### config.mk
export PLATFORM = sky130hd
export DESIGN_NAME = cond_issue_ctrl
export DESIGN_NICKNAME = d
export VERILOG_FILES = /design/src/rtl/cond_pkg.sv /design/src/rtl/cond_eval.sv /design/src/rtl/cond_issue_ctrl.sv
export SDC_FILE = /design/constraint.sdc
export NUM_CORES = 1
export LEC_CHECK = 0
export BUFFER_PORTS_ARGS = -buffer_cell sky130_fd_sc_hd__buf_2
export CAP_MARGIN = 20
export CELL_PAD_IN_SITES_DETAIL_PLACEMENT = 1
export CELL_PAD_IN_SITES_GLOBAL_PLACEMENT = 1
export CORE_UTILIZATION = 25
export DETAILED_ROUTE_END_ITERATION = 16
export PLACE_DENSITY = 0.65
export SYNTH_ARGS = -nofsm -noshare
export SYNTH_HDL_FRONTEND = slang
export SYNTH_SLANG_ARGS = --single-unit
### constraint.sdc
create_clock -name clk -period 4 [get_ports clk]
set_clock_uncertainty 0.1 [all_clocks]
set_input_delay 0.8 -clock clk [delete_from_list [all_inputs] [get_ports clk]]
set_output_delay 0.8 -clock clk [all_outputs]
set_load 0.05 [all_outputs]
### src/rtl/cond_pkg.sv
// Shared definitions for the conditional issue stage: ARM condition codes,
// NZCV bit positions, FSM states and the condition-pass table.
package cond_pkg;

    localparam logic [3:0] COND_EQ = 4'h0;
    localparam logic [3:0] COND_NE = 4'h1;
    localparam logic [3:0] COND_CS = 4'h2;
    localparam logic [3:0] COND_CC = 4'h3;
    localparam logic [3:0] COND_MI = 4'h4;
    localparam logic [3:0] COND_PL = 4'h5;
    localparam logic [3:0] COND_VS = 4'h6;
    localparam logic [3:0] COND_VC = 4'h7;
    localparam logic [3:0] COND_HI = 4'h8;
    localparam logic [3:0] COND_LS = 4'h9;
    localparam logic [3:0] COND_GE = 4'hA;
    localparam logic [3:0] COND_LT = 4'hB;
    localparam logic [3:0] COND_GT = 4'hC;
    localparam logic [3:0] COND_LE = 4'hD;
    localparam logic [3:0] COND_AL = 4'hE;
    localparam logic [3:0] COND_NV = 4'hF;

    localparam int N_B = 3;
    localparam int Z_B = 2;
    localparam int C_B = 1;
    localparam int V_B = 0;

    typedef enum logic [1:0] {
        EMPTY = 2'd0,
        WAIT  = 2'd1,
        ISSUE = 2'd2
    } state_t;

    function automatic logic cond_pass(input logic [3:0] nzcv, input logic [3:0] cond);
        logic n, z, c, v, pass;
        n = nzcv[N_B];
        z = nzcv[Z_B];
        c = nzcv[C_B];
        v = nzcv[V_B];
        pass = 1'b0;
        case (cond)
            COND_EQ: pass = z;
            COND_NE: pass = !z;
            COND_CS: pass = c;
            COND_CC: pass = !c;
            COND_MI: pass = n;
            COND_PL: pass = !n;
            COND_VS: pass = v;
            COND_VC: pass = !v;
            COND_HI: pass = c & !z;
            COND_LS: pass = !c | z;
            COND_GE: pass = (n == v);
            COND_LT: pass = (n != v);
            COND_GT: pass = !z & (n == v);
            COND_LE: pass = z | (n != v);
            COND_AL: pass = 1'b1;
            default: pass = 1'b0;
        endcase
        return pass;
    endfunction

endpackage

### src/rtl/cond_eval.sv
// Combinational ARM condition evaluator: does cond pass for the given NZCV.
module cond_eval
    import cond_pkg::*;
(
    input  logic [3:0] nzcv,
    input  logic [3:0] cond,
    output logic       out
);

    assign out = cond_pass(nzcv, cond);

endmodule

### src/rtl/cond_issue_ctrl.sv
// Single-entry conditional issue stage: holds an instruction until its flags
// are valid, then offers it to execute with an execute/annul decision.
//
// state | meaning
// EMPTY | no instruction held
// WAIT  | instruction held, flags or pending-count not yet safe
// ISSUE | instruction offered downstream, out_exec valid
module cond_issue_ctrl
    import cond_pkg::*;
#(
    parameter  int TAG_W    = 8,
    parameter  int MAX_PEND = 3,
    parameter  int STALL_W  = 16,
    localparam int PEND_W   = $clog2(MAX_PEND + 1)
) (
    input  logic               clk,
    input  logic               rst_n,
    input  logic               in_valid,
    output logic               in_ready,
    input  logic [3:0]         in_cond,
    input  logic               in_setf,
    input  logic [TAG_W-1:0]   in_tag,
    output logic               out_valid,
    input  logic               out_ready,
    output logic               out_exec,
    output logic [TAG_W-1:0]   out_tag,
    input  logic               flag_we,
    input  logic [3:0]         flag_nzcv,
    input  logic               flush,
    output logic [3:0]         nzcv_q,
    output logic [PEND_W-1:0]  pend,
    output logic [STALL_W-1:0] stall_cyc,
    output logic               err
);

    state_t             st;
    logic [3:0]         e_cond;
    logic               e_setf;
    logic [TAG_W-1:0]   e_tag;
    logic               exec_pass;
    logic               hs;
    logic               cap;
    logic               inc;
    logic               dec;
    logic [PEND_W-1:0]  pend_next;
    logic [3:0]         nzcv_next;
    logic               cap_wait;
    logic               held_wait;

    cond_eval u_eval (
        .nzcv (nzcv_q),
        .cond (e_cond),
        .out  (exec_pass)
    );

    // Blocking decisions look at next-cycle PEND/NZCV so an entry leaves WAIT
    // exactly one cycle after the final flag write-back.
    function automatic logic must_wait(input logic [3:0] cond, input logic setf,
                                       input logic [PEND_W-1:0] p, input logic [3:0] f);
        logic unconditional;
        unconditional = (cond == COND_AL) || (cond == COND_NV);
        return (!unconditional && (p != '0)) ||
               (setf && cond_pass(f, cond) && (p == PEND_W'(MAX_PEND)));
    endfunction

    assign out_valid = (st == ISSUE) && !flush;
    assign out_exec  = out_valid && exec_pass;
    assign out_tag   = e_tag;
    assign hs        = out_valid && out_ready;
    assign in_ready  = !flush && ((st == EMPTY) || hs);
    assign cap       = in_valid && in_ready;

    assign inc       = hs && exec_pass && e_setf;
    assign dec       = flag_we && (pend != '0);
    assign pend_next = pend + PEND_W'(inc) - PEND_W'(dec);
    assign nzcv_next = flag_we ? flag_nzcv : nzcv_q;
    assign cap_wait  = must_wait(in_cond, in_setf, pend_next, nzcv_next);
    assign held_wait = must_wait(e_cond, e_setf, pend_next, nzcv_next);

    always_ff @(posedge clk or negedge rst_n) begin
        if (!rst_n) begin
            st     <= EMPTY;
            e_cond <= 4'h0;
            e_setf <= 1'b0;
            e_tag  <= '0;
        end else if (flush) begin
            st <= EMPTY;
        end else if (cap) begin
            e_cond <= in_cond;
            e_setf <= in_setf;
            e_tag  <= in_tag;
            st     <= cap_wait ? WAIT : ISSUE;
        end else begin
            case (st)
                WAIT:    if (!held_wait) st <= ISSUE;
                ISSUE:   if (hs) st <= EMPTY;
                default: st <= st;
            endcase
        end
    end

    always_ff @(posedge clk or negedge rst_n) begin
        if (!rst_n) begin
            nzcv_q    <= 4'h0;
            pend      <= '0;
            err       <= 1'b0;
            stall_cyc <= '0;
        end else begin
            nzcv_q <= nzcv_next;
            pend   <= pend_next;
            if (flag_we && (pend == '0))
                err <= 1'b1;
            if ((st == WAIT) && (stall_cyc != '1))
                stall_cyc <= stall_cyc + 1'b1;
        end
    end

endmodule
Yosys cells after proc, flatten, opt, wreduce, memory -nomap -nowiden:

Cells that the tools add are included.
Widths: inputs -> output; s select.

* $add $sub $neg: 3
* multiply operators: 0
* div/mod/pow operators: 0
* $lt $le $gt $ge: 0
* equality and inequality tests: 40
* shifts and indexed selects: 0
* muxes and demuxes: 10
* bitwise logic cells: 9
* reductions and logical operators: 41

Operators by type and width (number)
* $eq 4x4->1 const B: 16
* $pmux 1 s15: 3
* $eq 4x3->1 const B: 8
* $add 16x1->16 const B: 1
* $eq 4x2->1 const B: 4
* $logic_and 1x1->1: 16
* $ne 16x16->1 const B: 1
* $logic_not 1->1: 11
* $mux 2: 5
* $eq 4x1->1 const B: 2
* $logic_not 4->1: 2
* $ne 4x4->1 const B: 2
* $logic_or 1x1->1: 5
* $and 1x1->1: 4
* $eq 2x2->1 const B: 2
* $logic_not 2->1: 2
* $mux 4: 1
* $or 1x1->1: 4
* $pmux 2 s2: 1
* $reduce_bool 2->1: 2
* $reduce_bool 4->1: 1
* $reduce_and 3->1: 1
* $add 2x1->2: 1
* $eq 1x1->1: 2
* 5 further kinds: 6

* bits in registers: 38
* latch bits: 0
* RAM bits: 0
* memory bits (read-only): 0
* word-level logic and storage cells: 111
* memories kept: 0

Longest topological paths before layout:

Gate-level depths: netlist of run 1.

* word-level depth: 14
* mapped depth: 16
* depth with buffers taken out: 15

By module:

A second synthesis of run 1 with hierarchy kept.

* cell total of the unflattened synthesis: 182
* area total of the unflattened synthesis: 2089.5 um^2

Modules (own cells, without submodules)
* cond_issue_ctrl: instances 1, cells each 154, area an instance 1895.6 um^2, seq. area each 950.9 um^2
* cond_eval: instances 1, cells each 28, area an instance 193.9 um^2, seq. area each 0.0 um^2

Worst setup path before layout of run 1:

Ideal clock, no wire load.

* path type: reg2reg
* start: reg nzcv_q[3]
* end: reg st[0]
* arrival: 3341 ps
* path slack: 428 ps
* cell stages (with the launch flop): 16
* buffers on the path: 0
* path through: dfrtp_1 > xor2_2 > a211oi_1 > xor2_1 > a211oi_1 > a2bb2oi_1 > nand4b_1 > ha_1 > inv_1 > ha_1 > xor3_2 > o211ai_1 > and3_1 > o21ai_0 > nor4b_1 > or3_1

* cells in the longest elaborated chain, start to end: 13
* elaborated cells on any way between the ends: 33
* classes of those cells: add/sub: 2; eq/ne: 6; mux: 7; bitwise: 4; reduce/logical: 14

RTL lines
* start: declaration: line cond_issue_ctrl.sv:30 `output logic [3:0] nzcv_q,`
* start signal: assignment: line cond_issue_ctrl.sv:109 `nzcv_q <= nzcv_next;`
* $ne 1x1->1 or $eq 1x1->1 (tied branches)
* $or 1x1->1 or $and 1x1->1 (tied branches): line cond_pkg.sv:54, cond_pkg.sv:53
* $pmux 1 s15 (*): line cond_pkg.sv:40 `case (cond)`
* $logic_and 1x1->1 (*) (2 in series): line cond_issue_ctrl.sv:73 `assign inc = hs && exec_pass && e_setf;`
* $add 2x1->2 (*): line cond_issue_ctrl.sv:75 `assign pend_next = pend + PEND_W'(inc) - PEND_W'(dec);`
* $sub 2x1->2 (*): line cond_issue_ctrl.sv:75
* net pend_next[1]: line cond_issue_ctrl.sv:45 `logic [PEND_W-1:0] pend_next;`
* $eq 2x2->1 or $reduce_bool 2->1 (tied branches): line cond_issue_ctrl.sv:63, cond_issue_ctrl.sv:62
* $logic_and 1x1->1 (on tied branches): line cond_issue_ctrl.sv:63, cond_issue_ctrl.sv:62
* $logic_or 1x1->1: line cond_issue_ctrl.sv:62 `return (!unconditional && (p != '0)) ||`
* $mux 2: line cond_issue_ctrl.sv:92 `st <= cap_wait ? WAIT : ISSUE;`
* $mux 2: line cond_issue_ctrl.sv:88 `end else if (cap) begin`
* $mux 2: line cond_issue_ctrl.sv:86 `end else if (flush) begin`
* end signal: assignment: line cond_issue_ctrl.sv:92
* end signal: assignment: line cond_issue_ctrl.sv:97 `default: st <= st;`
* end: declaration: line cond_issue_ctrl.sv:36 `state_t st;`

Mark *: on every way through the listed nets, which the timed path passes. The rest lies on a longest branch.
A chain may end at the register's enable or synchronous reset.

Worst setup path in the final report of run 1:

Same ends and word-level chain as after synthesis.

==> results of run 1 <==
## worst max-delay path by stage
stage / to / slack [ns] / cells after the start / start
floorplan: st[0] / 0.43 / 15 / nzcv_q[3]
global placement: st[0] / 0.53 / 15 / nzcv_q[3]
detailed placement: st[0] / 0.27 / 15 / nzcv_q[3]
CTS: st[0] / 0.17 / 15 / nzcv_q[3]
global route: st[0] / 0.04 / 15 / nzcv_q[3]
finish: st[0] / 0.29 / 15 / nzcv_q[3]
## what timing repair did
action	in CTS	in global routing
setup endpoints to repair	0	1
resized for setup	0	1
hold buffers	0	0
## placed cells by master (no fill, tap or decap), types with 7 or more instances in the layout
master / Yosys / routed
nand2_1: 13 / 13
xnor2_1: 11 / 11
mux2_2: 17 / 17
buf_2: 1 / 56
nor2_1: 8 / 8
inv_1: 8 / 8
xor2_1: 7 / 7
nand3_1: 8 / 8
dfrtp_1: 38 / 38
## registers in the layout (all words and copies together), names as in the netlist
signal / cells
stall_cyc: 16
e_cond: 4
err: 1
st: 2
out_tag: 8
nzcv_q: 4
e_setf: 1
pend: 2
## cell families (layout without fill, tap and decap cells)
logic type	Yosys count	in the layout
buf+inv	15	72
mux	22	22
fa+ha+maj	6	6
xor+xnor	20	20
compound gates	25	25
flops	38	38
simple gates	60	60
## where the power goes
group          leakage [nW]  switching (mW)  internal (mW)
Clock                0.0472           0.141          0.139
Combinational         0.667           0.538          0.285
Sequential            0.475           0.118          0.494
Total                  1.19           0.797          0.918
## layout make-up
| class | instances | area, sq um |
|---|---|---|
| fill | 919 | 5321 |
| clock buffer | 6 | 82.58 |
| sequential | 38 | 950.9 |
| tap | 102 | 127.6 |
| timing repair buffer | 56 | 280.3 |
| multi-input combinational | 133 | 1042 |
| inverter | 8 | 30.03 |
| clock inverter | 2 | 12.51 |
## layer usage
metal | vias up | global-route usage (%) | part of all wire (%)
met5 | - | 0 | 0
met4 | 0 | 3.718 | 0.79
met3 | 2 | 2.956 | 4.3
met2 | 40 | 20.89 | 50
met1 | 822 | 15.65 | 45
li1 | 779 | - | -
==> impl_metrics.ini, run 1 <==
[run_status]
status = complete, no violations

[setup_path]
r2r_slack_ns = 0.29
critPathArrivalTime_ns = 3.77
worstReg2RegEnd = st[0]
worstSetupStartpointType = flip-flop
cp_cell_sequence = xor2_2 -> a211oi_1 -> xor2_1 -> a211oi_1 -> a2bb2oi_2 -> nand4b_1 -> ha_1 -> inv_1 -> ha_1 -> xor3_2 -> o211ai_1 -> and3_1 -> o21ai_0 -> nor4b_1 -> or3_1
path_class = flip-flop to flip-flop
crit_fanout = 6
cp.required_ns = 4.07
path_buf_inv = 1
worst_setup_path_end_kind = flip-flop
critPathMaxStageDelay_ns = 0.45
r2r_cells = 15
cp_top_family = compound AO/OA/AOI/OAI gates
crit_slowest_cell = dfrtp_1
rr_startpoint = nzcv_q[3]

[cts]
htreeDepth = 2
cts_made_buffers = 5
cts.path.max_buffers = 2
root_buffer = clkbuf_8
clk_latency_ns = 0.29
cts.sinks = 38
clk_pin_slew_ns = 0.08
cts_tree = done
postCtsSetupBuffers = 0

[route]
dr_total_vias = 1643
drc = 0
drtAntennaViolNets = 0
via_per_inst = 4.762
wl_mm = 4.966
avgRoutedWirePerCell_um = 14.39
drt_iter0_markers = 43
drt_pass1_iterations = 4

[timing]
max_freq_mhz = 269.8
finalWorstSetupSlack_ns = 0.2941
slew_violations = 0
setup_tns_ns = 0
maxSlewHeadroom_pct = 40.58
hold_violations = 0
holdWs_ns = 0.3564
worst_pin_slew_ns = 0.8914
rsz0062_at_grt = no
finalSetupViolations = 0
period_share_pct = 92.65
fin_crit_ns = 3.706

[logic_synthesis]
synth-xor-area-share_pct = 9.642
synth_compound_area_share_pct = 9.339
synth_flop_cell = dfrtp_1
async_reset_ff_share_pct = 100.0
synth.area.mux_share_pct = 11.70
synth_top_family_by_area = simple AND/OR/NAND/NOR gates
synth.cell_area_sq_mm = 0.002063
synthesis.instances = 186
synth_most_common_cell = dfrtp_1
synth_area_per_cell_sq_um = 11.09
yosysWarnings = 0
yosysSeqAreaShare_pct = 46.09
ys_top_cells_by_count = 38 x dfrtp_1, 17 x mux2_2, 13 x nand2_1, 11 x xnor2_1
synth.distinct_cells = 46
synth_adder_area_share_pct = 3.639
syn-num-nets = 215
synth-edff-count = 0
synthTopCellsByArea = dfrtp_1 46%, mux2_2 9.3%, xnor2_1 4.7%
synth_seq_cells = 38
yosys.area_share.simple_pct = 15.89
synth_top_area_share_pct = 46.09
yosys.area.top_type = dfrtp_1

[power_and_ir_drop]
ir_drop_v = 0.0002892
powerDensity_mw_per_mm2 = 679.3
finalPower_mw = 1.716
leakagePower_nw = 1.189

[die]
start_util_pct = 26.29
ios = 57
dieArea_sq_mm = 0.008620
die_h_um = 92.85
core_area_sq_mm = 0.007848
dieWidth_um = 92.85
std_cell_rows = 32

[cells_and_area]
fin_util_pct = 32.19
drive_above_1_share_pct = 36.21
design_area_sq_mm = 0.002526
nets = 271
instances_no_fill = 345
diodes = 0
area_growth_pct = 22.44

[worst_hold_path]
hold_depth = 1
hp-class = flip-flop to flip-flop
min-delay-start = err
min_to = err

[place]
port_buffers = 56
place_congestion = 0.7681
dp.cells = 337
dp_slack_ns = 0.2748
placement.cell_area_sq_mm = 0.002425
dp_hpwl_mm = 3.677

[global_routing]
antenna_found_initial = 0
grt_pass1_wl_mm = 8.369
grt-ovfl-total = 0
grt_pass1_vias = 1676
grt_usage_pct = 12.41
grt_max_degree = 39

[job]
drv_cap = 0
(Power assumes the default switching activity.)
==> inputs of run 2 (changes only) <==
==> constraint.sdc (replaced) <==
create_clock -name clk -period 4.6 [get_ports clk]
set_clock_uncertainty 0.1 [all_clocks]
set_input_delay 0.92 -clock clk [delete_from_list [all_inputs] [get_ports clk]]
set_output_delay 0.92 -clock clk [all_outputs]
set_load 0.05 [all_outputs]
==> run 2 against run 1 <==
Combinational power down 15%. Clock-buffer cell count is the same. Setup slack improved by 0.60 ns. Power is 14% lower. Core utilization is 0.080 points lower. Cell area shrank 0.25%. First-iteration DRC count increased by 40%. Critical path type unchanged.
==> impl_metrics.ini, run 2 (synthesis results as in run 1) <==
[worst_hold_path]
hp-class = flip-flop to flip-flop

[route]
wl_mm = 4.821
avgRoutedWirePerCell_um = 13.97
drt_iter0_markers = 60
dr_total_vias = 1618
drtAntennaViolNets = 0
drt_pass1_iterations = 3
drc = 0
via_per_inst = 4.690

[timing]
max_freq_mhz = 270.0
slew_violations = 0
finalSetupViolations = 0
finalWorstSetupSlack_ns = 0.8963
maxSlewHeadroom_pct = 40.89
period_share_pct = 80.52
worst_pin_slew_ns = 0.8867
holdWs_ns = 0.3585
hold_violations = 0
setup_tns_ns = 0
fin_crit_ns = 3.704
rsz0062_at_grt = no

[setup_path]
path_buf_inv = 1
cp_top_family = compound AO/OA/AOI/OAI gates
worst_setup_path_end_kind = flip-flop
crit_fanout = 6
critPathArrivalTime_ns = 3.77
crit_slowest_cell = dfrtp_1
cp.required_ns = 4.67
worstSetupStartpointType = flip-flop
path_class = flip-flop to flip-flop
cp_cell_sequence = xor2_2 -> a211oi_1 -> xor2_1 -> a211oi_1 -> a2bb2oi_1 -> nand4b_1 -> ha_1 -> inv_1 -> ha_1 -> xor3_2 -> o211ai_1 -> and3_1 -> o21ai_0 -> nor4b_1 -> or3_1
critPathMaxStageDelay_ns = 0.45

[power_and_ir_drop]
p_clk_share_pct = 16.5
switching_share_pct = 46.30
combPwrFrac_pct = 47.5
seq_power_share_pct = 36.1
leakagePower_nw = 1.188
netSwitchingPower_mw = 0.6836
ir_drop_v = 0.0002483
powerDensity_mw_per_mm2 = 585.9
finalPower_mw = 1.476
p_int_mw = 0.7927

[global_routing]
grt_pass1_wl_mm = 8.231
antenna_found_initial = 0
grt_max_degree = 39
grt-ovfl-total = 0
grt_pass1_vias = 1653
grt_usage_pct = 12.27

[place]
place_congestion = 0.7682
port_buffers = 56
dp_hpwl_mm = 3.681
dp.cells = 337
dp_slack_ns = 0.8914
placement.cell_area_sq_mm = 0.002425

[cells_and_area]
layout_common_cells = 56 x buf_2, 38 x dfrtp_1, 17 x mux2_2
largest_register_ffs = 16
area_growth_pct = 22.13
fillers = 919
design_area_sq_mm = 0.002520
nets = 271
instances_no_fill = 345
regMostFlops = stall_cyc
diodes = 0
drive_above_1_share_pct = 35.80
mostFrequentLayoutCell = buf_2
fin_util_pct = 32.11
multi_input_area_sq_mm = 0.001036
seq_area_sq_um = 950.9

[cts]
cts.sinks = 38
root_buffer = clkbuf_8
cts_made_buffers = 5
htreeDepth = 2
clk_pin_slew_ns = 0.08
cts_tree = done
postCtsSetupBuffers = 0
ctsResizeCount = 0
clk_latency_ns = 0.29
cts.path.max_buffers = 2
hold_buffers = 0

[run_status]
status = complete, no violations

[die]
core_area_sq_mm = 0.007848
dieWidth_um = 92.85
die_h_um = 92.85
start_util_pct = 26.29
dieArea_sq_mm = 0.008620
std_cell_rows = 32
ios = 57

[job]
drv_cap = 0
## run 2: cell counts in the layout (fill, tap and decap cells not counted)
Identical to the previous run, type by type.
## run 2: path summary, 6_finish.rpt
| path | from | endpoint | slack [ns] | cells past startpoint |
|---|---|---|---|---|
| min | err | err | 0.36 | 1 |
| max | nzcv_q[3] | st[0] | 0.90 | 15 |
| max in group asynchronous | rst_n | e_cond[0] | 3.19 | 1 |
| min in group asynchronous | rst_n | err | 0.64 | 1 |
| min reg2reg | err | err | 0.36 | 1 |
| max reg2reg | nzcv_q[3] | st[0] | 0.90 | 15 |
## run 2: worst register-to-register path: cells and delay by family, from the launching register on
kind / cells / cell delay (ns)
xor gates and xnor gates: 3 / 0.63
AOI/OAI and AO/OA: 5 / 1.12
buffers and inverters: 1 / 0.06
adders and majority gates: 2 / 0.38
DFF: 1 / 0.45
and+or+nand+nor: 4 / 0.85
## run 2: power by group through the flow
stage	clock, mW	sequential (mW)	combinational, mW
5_1_grt	0.270	0.554	0.758
4_1_cts	0.259	0.535	0.711
3_5_place_dp	0	0.540	0.709
3_3_place_gp	0	0.537	0.694
2_1_floorplan	0	0.743	0.336
6_report	0.243	0.532	0.701
## run 2: layer usage
layer  global-route usage, %  vias up  share of wire [%]
li1                        -      776                  -
met1                   15.29      803                 45
met2                   20.40       34                 49
met3                   2.956        5                4.3
met4                   4.615        0                1.8
met5                       0        -                  0
## run 2: layout make-up
type                    instances  share of cell area, %
flip-flops and latches         38                  37.74
repair buffers                 56                  11.12
well taps                     102                  5.065
multi-input cells             133                  41.11
clock buffers                   6                  3.277
clock inverters                 2                 0.4965
inverters                       8                  1.192
==> inputs of run 3 (changes only) <==
==> constraint.sdc (replaced) <==
create_clock -name clk -period 3.5 [get_ports clk]
set_clock_uncertainty 0.1 [all_clocks]
set_input_delay 0.7 -clock clk [delete_from_list [all_inputs] [get_ports clk]]
set_output_delay 0.7 -clock clk [all_outputs]
set_load 0.05 [all_outputs]
==> run 3 against run 2 <==
Register-to-register slack lost 0.80 ns. Largest cell class unchanged. Clock power grew 60%. Fmax is 8.8% higher. Die area stayed put. Combinational power grew 39%. Final cell count up 1.2%.
==> impl_metrics.ini, run 3 (synthesis results as in run 1) <==
[timing]
maxSlewHeadroom_pct = 41.47
period_share_pct = 97.29
max_freq_mhz = 293.7
worst_pin_slew_ns = 0.8780
rsz0062_at_grt = yes
finalSetupViolations = 0
hold_violations = 0
setup_tns_ns = 0
fin_crit_ns = 3.405
slew_violations = 0

[cells_and_area]
area_growth_pct = 25.95
diodes = 0
fillers = 916
fin_util_pct = 33.12
nets = 276
design_area_sq_mm = 0.002599
layout_common_cells = 56 x buf_2, 36 x dfrtp_1, 17 x mux2_2
largest_register_ffs = 16
mostFrequentLayoutCell = buf_2
regMostFlops = stall_cyc
drive_above_1_share_pct = 39.27

[route]
drt_iter0_markers = 62
dr_total_vias = 1635
drt_pass1_iterations = 4
drc = 0
avgRoutedWirePerCell_um = 14.45
wl_mm = 5.044
via_per_inst = 4.685
drtAntennaViolNets = 0

[die]
die_h_um = 92.85
core_area_sq_mm = 0.007848
dieArea_sq_mm = 0.008620
std_cell_rows = 32
ios = 57
start_util_pct = 26.29
dieWidth_um = 92.85

[power_and_ir_drop]
leakagePower_nw = 1.225
finalPower_mw = 2.063
powerDensity_mw_per_mm2 = 793.9
ir_drop_v = 0.0003342

[place]
dp_hpwl_mm = 3.793
place_congestion = 0.7797
port_buffers = 56
placement.cell_area_sq_mm = 0.002465

[global_routing]
grt_pass1_wl_mm = 8.542
grt_pass1_vias = 1677
antenna_found_initial = 0
grt_usage_pct = 12.49
grt-ovfl-total = 0
grt_max_degree = 39

[cts]
cts.sinks = 38
clk_latency_ns = 0.30
clk_pin_slew_ns = 0.08
cts_made_buffers = 5
postCtsSetupBuffers = 0
hold_buffers = 0
cts.path.max_buffers = 2
cts_tree = done
htreeDepth = 2
root_buffer = clkbuf_8
ctsResizeCount = 3

[setup_path]
cp.depth = 15
rr_startpoint = nzcv_q[0]
cp.required_ns = 3.58
crit_fanout = 6
crit_path_start = nzcv_q[0]
cp_top_family = simple AND/OR/NAND/NOR gates
worst_setup_path_end_kind = flip-flop
crit_slowest_cell = dfrtp_2
path_class = flip-flop to flip-flop
cp_cell_sequence = xor2_2 -> a211oi_2 -> xor2_1 -> a211oi_2 -> a2bb2oi_2 -> nand4b_1 -> ha_1 -> inv_1 -> ha_1 -> xor3_2 -> o211ai_1 -> and3_1 -> o21ai_1 -> nor4b_1 -> or3_1
critPathArrivalTime_ns = 3.49
worstSetupStartpointType = flip-flop
path_buf_inv = 1
r2r_cells = 15
critPathMaxStageDelay_ns = 0.45

[job]
drv_cap = 0

[run_status]
status = complete, no violations

[worst_hold_path]
hold_depth = 1
min-delay-start = err
hp-class = flip-flop to flip-flop
[run 3: changes by cell type in the layout (fill, tap and decap cells not counted), moves of 2 or more]
cell	change
dfrtp_2	+2
dfrtp_1	-2
a211oi_2	+3
buf_4	+5
a211oi_1	-3
[run 3: worst paths after layout]
path | to | slack, ns
max reg2reg | st[0] | 0.1
min | err | 0.36
min reg2reg | err | 0.36
min in group asynchronous | err | 0.41
max | st[0] | 0.1
max in group asynchronous | nzcv_q[0] | 2.25
[run 3: stage by stage]
step / cells / hold slack (ns) / setup slack [ns]
2_1_floorplan: 186 / 0.3044 / 0.06562
3_3_place_gp: 342 / 0.3352 / 0.1014
3_5_place_dp: 342 / 0.3434 / -0.05335
4_1_cts: 349 / 0.3630 / 0.03314
5_1_grt: 349 / 0.3868 / -0.09855
6_report: 349 / 0.3579 / 0.09502
[run 3: routing by layer]
| layer | routed length [um] | vias up | global-route usage [%] | part of all wire, % |
|---|---|---|---|---|
| li1 | - | 788 | - | - |
| met1 | 2399 | 806 | 16.96 | 48 |
| met2 | 2365 | 35 | 19.55 | 47 |
| met3 | 206 | 6 | 2.709 | 4.1 |
| met4 | 73 | 0 | 4.231 | 1.4 |
| met5 | 0 | - | 0 | 0 |
[run 3: area by class of cell]
cell class                 instances  area (sq um)  area share, %
multi-input combinational        133          1057          40.68
tap                              102         127.6          4.911
clock buffer                       6         82.58          3.178
timing repair buffer              61         317.8          12.23
clock inverter                     1         30.03          1.156
sequential                        38         953.4          36.69
inverter                           8         30.03          1.156
[run 3: worst register-to-register path: stages, from the launching register on]
cell and delay [ns]:
dfrtp_2 0.45, xor2_2 0.17, a211oi_2 0.25, xor2_1 0.22
a211oi_2 0.11, a2bb2oi_2 0.17, nand4b_1 0.18, ha_1 0.28
inv_1 0.06, ha_1 0.14, xor3_2 0.30, o211ai_1 0.17
and3_1 0.21, o21ai_1 0.07, nor4b_1 0.14, or3_1 0.31
[run 3: report_power, final]
part           switching (mW)  internal (mW)  total (mW)
Sequential              0.136          0.566       0.702
Combinational           0.626          0.346       0.972
Clock                   0.161          0.228       0.389
